<file path="config.mk">
export PLATFORM = sky130hd
export DESIGN_NAME = button_setreset
export DESIGN_NICKNAME = d
export VERILOG_FILES = /design/src/rtl/button_setreset.sv
export SDC_FILE = /design/constraint.sdc
export NUM_CORES = 1
export LEC_CHECK = 0
export BUFFER_PORTS_ARGS = -buffer_cell sky130_fd_sc_hd__buf_2
export CORE_AREA = 2 2 39 41
export CTS_CLUSTER_SIZE = 10
export DETAILED_ROUTE_END_ITERATION = 16
export DIE_AREA = 0 0 41 43
export GPL_ROUTABILITY_DRIVEN = 0
export SYNTH_ARGS = -nofsm -noshare
export SYNTH_HDL_FRONTEND = slang
export SYNTH_SLANG_ARGS = --single-unit
</file>
<file path="constraint.sdc">
create_clock -name clk -period 4.61 [get_ports clk]
set_clock_uncertainty 0.05 [all_clocks]
set_input_delay 0.2305 -clock clk [delete_from_list [all_inputs] [get_ports clk]]
set_output_delay 0.2305 -clock clk [all_outputs]
set_load 0.1 [all_outputs]
</file>
<file path="src/rtl/button_setreset.sv">
// rtl/button_setreset.sv - synchronise, debounce and edge-detect a raw pin into set/reset strobes
// Level mode maps press/release to set/reset; toggle mode alternates set/reset on each press.
module button_setreset #(
  parameter int DEBOUNCE = 16,
  parameter int MODE     = 0,
  parameter int INVERT   = 0
) (
  input  logic clk,
  input  logic rst,
  input  logic pin,
  output logic set,
  output logic reset,
  output logic state
);

  localparam int            CW       = $clog2(DEBOUNCE + 1);
  localparam logic [CW-1:0] CNT_LAST = CW'(DEBOUNCE - 1);
  localparam logic          INV      = (INVERT != 0);
  localparam logic          TOGGLE   = (MODE != 0);

  logic          s1;
  logic          s2;
  logic          s;
  logic          tog;
  logic [CW-1:0] cnt;
  logic          accept;
  logic          rise;
  logic          fall;

  // Synchroniser resets to the idle pin level so a held pin after reset reads as a fresh press.
  assign s      = s2 ^ INV;
  assign accept = (s != state) && (cnt == CNT_LAST);
  assign rise   = accept && s;
  assign fall   = accept && !s;

  always_ff @(posedge clk) begin
    if (rst) begin
      s1    <= INV;
      s2    <= INV;
      cnt   <= '0;
      state <= 1'b0;
      tog   <= 1'b0;
      set   <= 1'b0;
      reset <= 1'b0;
    end else begin
      s1 <= pin;
      s2 <= s1;

      if (s == state) begin
        cnt <= '0;
      end else if (accept) begin
        state <= s;
        cnt   <= '0;
      end else begin
        cnt <= cnt + 1'b1;
      end

      // Strobes land on the same edge as the state change and self-clear one cycle later.
      set   <= TOGGLE ? (rise && !tog) : rise;
      reset <= TOGGLE ? (rise && tog)  : fall;

      if (TOGGLE && rise) begin
        tog <= !tog;
      end
    end
  end

endmodule
</file>
==> results of run 1 <==
==> metrics by stage <==
| step | cells | cell area, um^2 | hold slack, ns | util (%) | total power [mW] |
|---|---|---|---|---|---|
| floorplan | 31 | 352 | 0.252 | - | 0.0918 |
| global placement | 52 | 397 | 0.369 | 28.7 | 0.0933 |
| detailed placement | 52 | 397 | 0.378 | 28.7 | 0.0933 |
| CTS | 56 | 433 | 0.122 | 31.3 | 0.172 |
| global route | 56 | 433 | 0.126 | 31.3 | 0.176 |
| finish | 56 | 433 | 0.125 | 31.3 | 0.170 |
==> how the worst max path moves through the flow <==
stage	end
after floorplan	cnt[2]
after global placement	cnt[3]
after detailed placement	cnt[2]
after CTS	cnt[2]
after global routing	cnt[3]
final	cnt[2]
==> power by group through the flow <==
stage	Sequential, mW	Clock, mW	Combinational (mW)
after floorplan	0.0899	0	0.00188
after global placement	0.0900	0	0.00333
after detailed placement	0.0900	0	0.00332
after CTS	0.0880	0.0811	0.00333
after global routing	0.0881	0.0845	0.00377
final	0.0880	0.0785	0.00327
==> cells by family after synthesis <==
| group | count (synthesis) | synth area share, % |
|---|---|---|
| and+or+nand+nor | 13 | 23.5 |
| adders and majority gates | 2 | 7.12 |
| DFF | 10 | 56.9 |
| buffers and inverters | 2 | 2.14 |
| xor gates and xnor gates | 3 | 7.47 |
| muxes | 1 | 2.85 |
==> routing by layer <==
metal / track usage, % / wire, um
met1: 10.5 / 221
met3: 4.71 / 19
met2: 9.06 / 187
met4: 10.0 / 25
met5: 0 / 0
==> final cells by class <==
type / count / area (um^2) / area share (%)
flip-flops and latches: 10 / 200 / 46.2
multi-input cells: 19 / 144 / 33.2
clock buffers: 4 / 36.3 / 8.38
repair buffers: 5 / 25.0 / 5.78
well taps: 16 / 20.0 / 4.62
inverters: 2 / 7.51 / 1.73
==> worst max-delay path, stage by stage (launching register included) <==
cell and delay [ns]:
dfxtp_1 0.32, ha_1 0.21, and3_1 0.19, ha_1 0.22, or3_4 0.42, nor2_1 0.11
==> state kept, by name, summed over array words and instances (netlist names) <==
register  cells
cnt           5
s1            1
state         1
set           1
s             1
reset         1
==> layout by cell type (no fill, tap or decap), types with 2 or more instances in the layout <==
cell | synthesis | layout
nor2_1 | 6 | 6
ha_1 | 2 | 2
clkbuf_4 | 0 | 3
inv_1 | 2 | 2
buf_2 | 0 | 5
and4bb_2 | 2 | 2
nor2b_1 | 2 | 2
dfxtp_1 | 10 | 10
xnor2_1 | 2 | 2
==> qor.yml, run 1 <==
global_route:
  grt_util_all_layers_pct: 8.58
  grt_pass1_vias: 221
  overflow: 0
  antenna_found_initial: 0
  grt_max_degree: 7
  grt_first_pass_wirelength_um: 917
worst_setup_path:
  r2r-start: "cnt[0]"
  crit_fanout: 5
  crit_path_end_kind: "register"
  critPathLaunchType: "register"
  required_ns: 4.76
  crit_arrival_ns: 1.75
  ff2ff_path_depth: 5
  r2r_slack_ns: 3.02
  reg2reg_to: "cnt[2]"
  critPathLaunch: "cnt[0]"
  worstSetupPathType: "reg2reg"
route:
  dr.pass1.iters: 2
  route.vias.total: 223
  drc: 0
  viasPerCell: 3.98
  drt_wl_total_um: 453
  wire_per_inst_um: 8.09
  postRouteAntennaNets: 0
  drt_iter0_markers: 2
synth:
  synth-seq-cells: 10
  syn_inst: 31
  synthTopCellsByCount: "dfxtp_1 (10), nor2_1 (6)"
  synth.top_cell.area_share_pct: 56.9
  yosysTopAreaCell: "dfxtp_1"
  synthArstFlopShare_pct: 0
  synth-edff-count: 0
  synth.most_common_cell: "dfxtp_1"
  synthDistinctLibCells: 12
  synth_seq_area_share_pct: 56.9
  synth_ff_type: "dfxtp_1"
  synth_area_um2: 352
  synth_fp_nets: 36
  yosysWarnings: 0
  avgSynthCellArea_um2: 11.3
  synth_top_cells_by_area: "dfxtp_1 (57%), and4bb_2 (7.1%), ha_1 (7.1%), nor2_1 (6.4%), xnor2_1 (5.0%)"
die:
  start_util_pct: 25.4
  die_area_um2: 1760
  core_um2: 1380
  fp.dieW_um: 41
  num_rows: 14
  io_pins: 6
  die_h_um: 43
clocking:
  htree_num_levels: 1
  cts_root_buffer: "clkbuf_4"
  post_cts_buffers: 0
  clockBufferDepth: 2
  numCtsBuffers: 3
  cts_hold_buf: 0
  clock_latency_ns: 0.26
  ctsResizeCount: 0
  clkSinkCount: 10
  clk_pin_slew_ns: 0.07
  cts_tree: "yes"
timing:
  rsz0062_at_grt: "false"
  hold_viol: 0
  post-route-period-util_pct: 34.5
  setup-violations-final: 0
  slew_viol_final: 0
  min_period_ns: 1.59
  layout_setup_ws_ns: 3.02
  fin_setup_tns_ns: 0
  clock.fmax_mhz: 629
  slew_headroom_pct: 68.0
  tightestPinTransition_ns: 0.484
min_path:
  hp-class: "in2reg"
  hold_path_depth: 2
  holdPathEnd: "s1"
  min_from: "pin"
layout:
  syn2layout_area_growth_pct: 23.1
  drive_above_1_share_pct: 30.0
  fill_cells: 147
  diodes: 0
  fin_nets: 46
place:
  port_buffers: 5
  hpwlAfterDp_um: 313
  pre_cts_slack_ns: 3.03
flow_run:
  cap_viol_max_count: 0
outcome:
  status: "finished clean"
power_and_ir_drop:
  power.density_nw_per_um2: 392
  pwr-share-seq_pct: 51.8
  internal_power_mw: 0.137
  switching_share_pct: 19.1
  pwr-share-clk_pct: 46.2
  vdd_drop_max_v: 0.000163
  p_leak_nw: 0.180
  p_sw_mw: 0.0325
  pwr-share-comb_pct: 1.9
Power figures use the tool's default switching activity.
==> run 2, diff against run 1 <==
==> constraint.sdc (replaced) <==
create_clock -name clk -period 1.5 [get_ports clk]
set_clock_uncertainty 0.05 [all_clocks]
set_input_delay 0.075 -clock clk [delete_from_list [all_inputs] [get_ports clk]]
set_output_delay 0.075 -clock clk [all_outputs]
set_load 0.1 [all_outputs]
==> qor.yml, run 2 (synthesis results as in run 1) <==
outcome:
  status: "finished clean"
place:
  place_inst: 54  # +3.8%
  hpwlAfterDp_um: 338  # +7.8%
  port_buffers: 5  # unchanged
  pre_cts_slack_ns: -0.0204  # -3.05 ns
  place_area_um2: 415  # +4.7%
worst_setup_path:
  crit_path_end: "cnt[1]"
  critPathLaunchType: "register"
  required_ns: 1.64  # -3.12 ns
  critPathLaunch: "cnt[0]"
  ff2ff_path_depth: 5  # unchanged
  r2r-start: "cnt[0]"
  worstSetupPathType: "reg2reg"
  crit_arrival_ns: 1.61  # -0.14 ns
  crit_path_end_kind: "register"
  crit_fanout: 5  # unchanged
  reg2reg_to: "cnt[1]"
  r2r_slack_ns: 0.03  # -2.99 ns
die:
  num_rows: 14  # unchanged
  start_util_pct: 25.4  # unchanged
  die_h_um: 43  # unchanged
  io_pins: 6  # unchanged
  core_um2: 1380  # unchanged
  fp.dieW_um: 41  # unchanged
  die_area_um2: 1760  # unchanged
flow_run:
  cap_viol_max_count: 0  # unchanged
clocking:
  cts_tree: "yes"
  clock_latency_ns: 0.26  # about the same
  numCtsBuffers: 3  # unchanged
  htree_num_levels: 1  # unchanged
  cts_root_buffer: "clkbuf_4"
  clockBufferDepth: 2  # unchanged
  clkSinkCount: 10  # unchanged
  clk_pin_slew_ns: 0.06  # about the same
layout:
  top_register: "cnt"
  final_common_cell: "dfxtp_1"
  multiInputGateArea_um2: 184  # +28%
  stdcell_count: 61  # +8.9%
  diodes: 0  # unchanged
  drive_above_1_share_pct: 51.1  # +21 points
  fin_util_pct: 37.3  # +6.1 points
  fin_nets: 52  # +13%
  largest_reg_flops: 5  # unchanged
  regArea_um2: 205  # +2.5%
  fill_cells: 144  # -2.0%
  final_area_um2: 517  # +19%
  final_cell_mix: "dfxtp_1 (8), buf_2 (5), nor2_2 (4)"
  syn2layout_area_growth_pct: 47.0
power_and_ir_drop:
  p_total_mw: 0.461  # +170%
  p_leak_nw: 0.200  # +11%
  vdd_drop_max_v: 0.000329  # +100%
  power.density_nw_per_um2: 892  # +130%
timing:
  slew_headroom_pct: 68.0  # about the same
  setup-violations-final: 0  # unchanged
  whs_ns: 0.389  # +0.264 ns
  slew_viol_final: 0  # unchanged
  hold_viol: 0  # unchanged
  layout_setup_ws_ns: 0.0310  # -2.99 ns
  post-route-period-util_pct: 97.9  # +63 points
  clock.fmax_mhz: 681  # +8.3%
  tightestPinTransition_ns: 0.484  # -0.000188 ns
  fin_setup_tns_ns: 0  # unchanged
  min_period_ns: 1.47  # -0.122 ns
  rsz0062_at_grt: "true"
global_route:
  antenna_found_initial: 0  # unchanged
  grt_first_pass_wirelength_um: 938  # +2.3%
  overflow: 0  # unchanged
  grt_util_all_layers_pct: 8.38  # -0.19 points
  grt_pass1_vias: 242  # +9.5%
  grt_max_degree: 7  # unchanged
route:
  route.vias.total: 242  # +8.5%
  drt_wl_total_um: 543  # +20%
  drt_iter0_markers: 3  # +1
  wire_per_inst_um: 8.90  # +10%
  dr.pass1.iters: 4  # +2
  viasPerCell: 3.97  # -0.37%
  postRouteAntennaNets: 0  # unchanged
  drc: 0  # unchanged
min_path:
  min_from: "cnt[0]"
  hp-class: "reg2reg"
==> run 2: final cells by class <==
| class | count | area share, % |
|---|---|---|
| Tap cell | 16 | 3.87 |
| Inverter | 2 | 1.45 |
| Timing Repair Buffer | 11 | 15.0 |
| Multi-Input combinational cell | 19 | 35.6 |
| Sequential cell | 10 | 39.7 |
| Clock buffer | 3 | 4.36 |
==> run 2: worst max-delay path, stage by stage, from the launching register on <==
cell     delay [ns]
dfxtp_4        0.36
ha_4           0.15
and3_4         0.18
ha_4           0.15
or3_4          0.42
nor2_1         0.10
==> run 2: worst min path at each step <==
| stage | slack [ns] | cells after the start | endpoint |
|---|---|---|---|
| 2_1_floorplan | 0.09 | 1 | state |
| 3_3_place_gp | 0.23 | 2 | s1 |
| 3_5_place_dp | 0.24 | 2 | s1 |
| 4_1_cts | 0.37 | 1 | cnt[0] |
| 5_1_grt | 0.40 | 1 | cnt[0] |
| 6_report | 0.39 | 1 | cnt[0] |
==> run 2: what timing repair did <==
action,in CTS,in global routing
endpoints found under the hold margin,3,0
setup endpoints to repair,4,5
resized for setup,3,7
setup buffers,0,1
pin swaps,3,6
hold buffers,3,0
==> run 2: where the power goes <==
part | switching (mW) | internal, mW
logic | 0.00565 | 0.0114
registers | 0.00255 | 0.268
clock network | 0.0818 | 0.0922
==> run 2: per-layer routing <==
layer  part of all wire, %  global-route usage (%)
met1                    48                    11.8
met2                    47                    9.06
met3                   2.4                    1.57
met4                   2.6                    10.0
met5                     0                       0
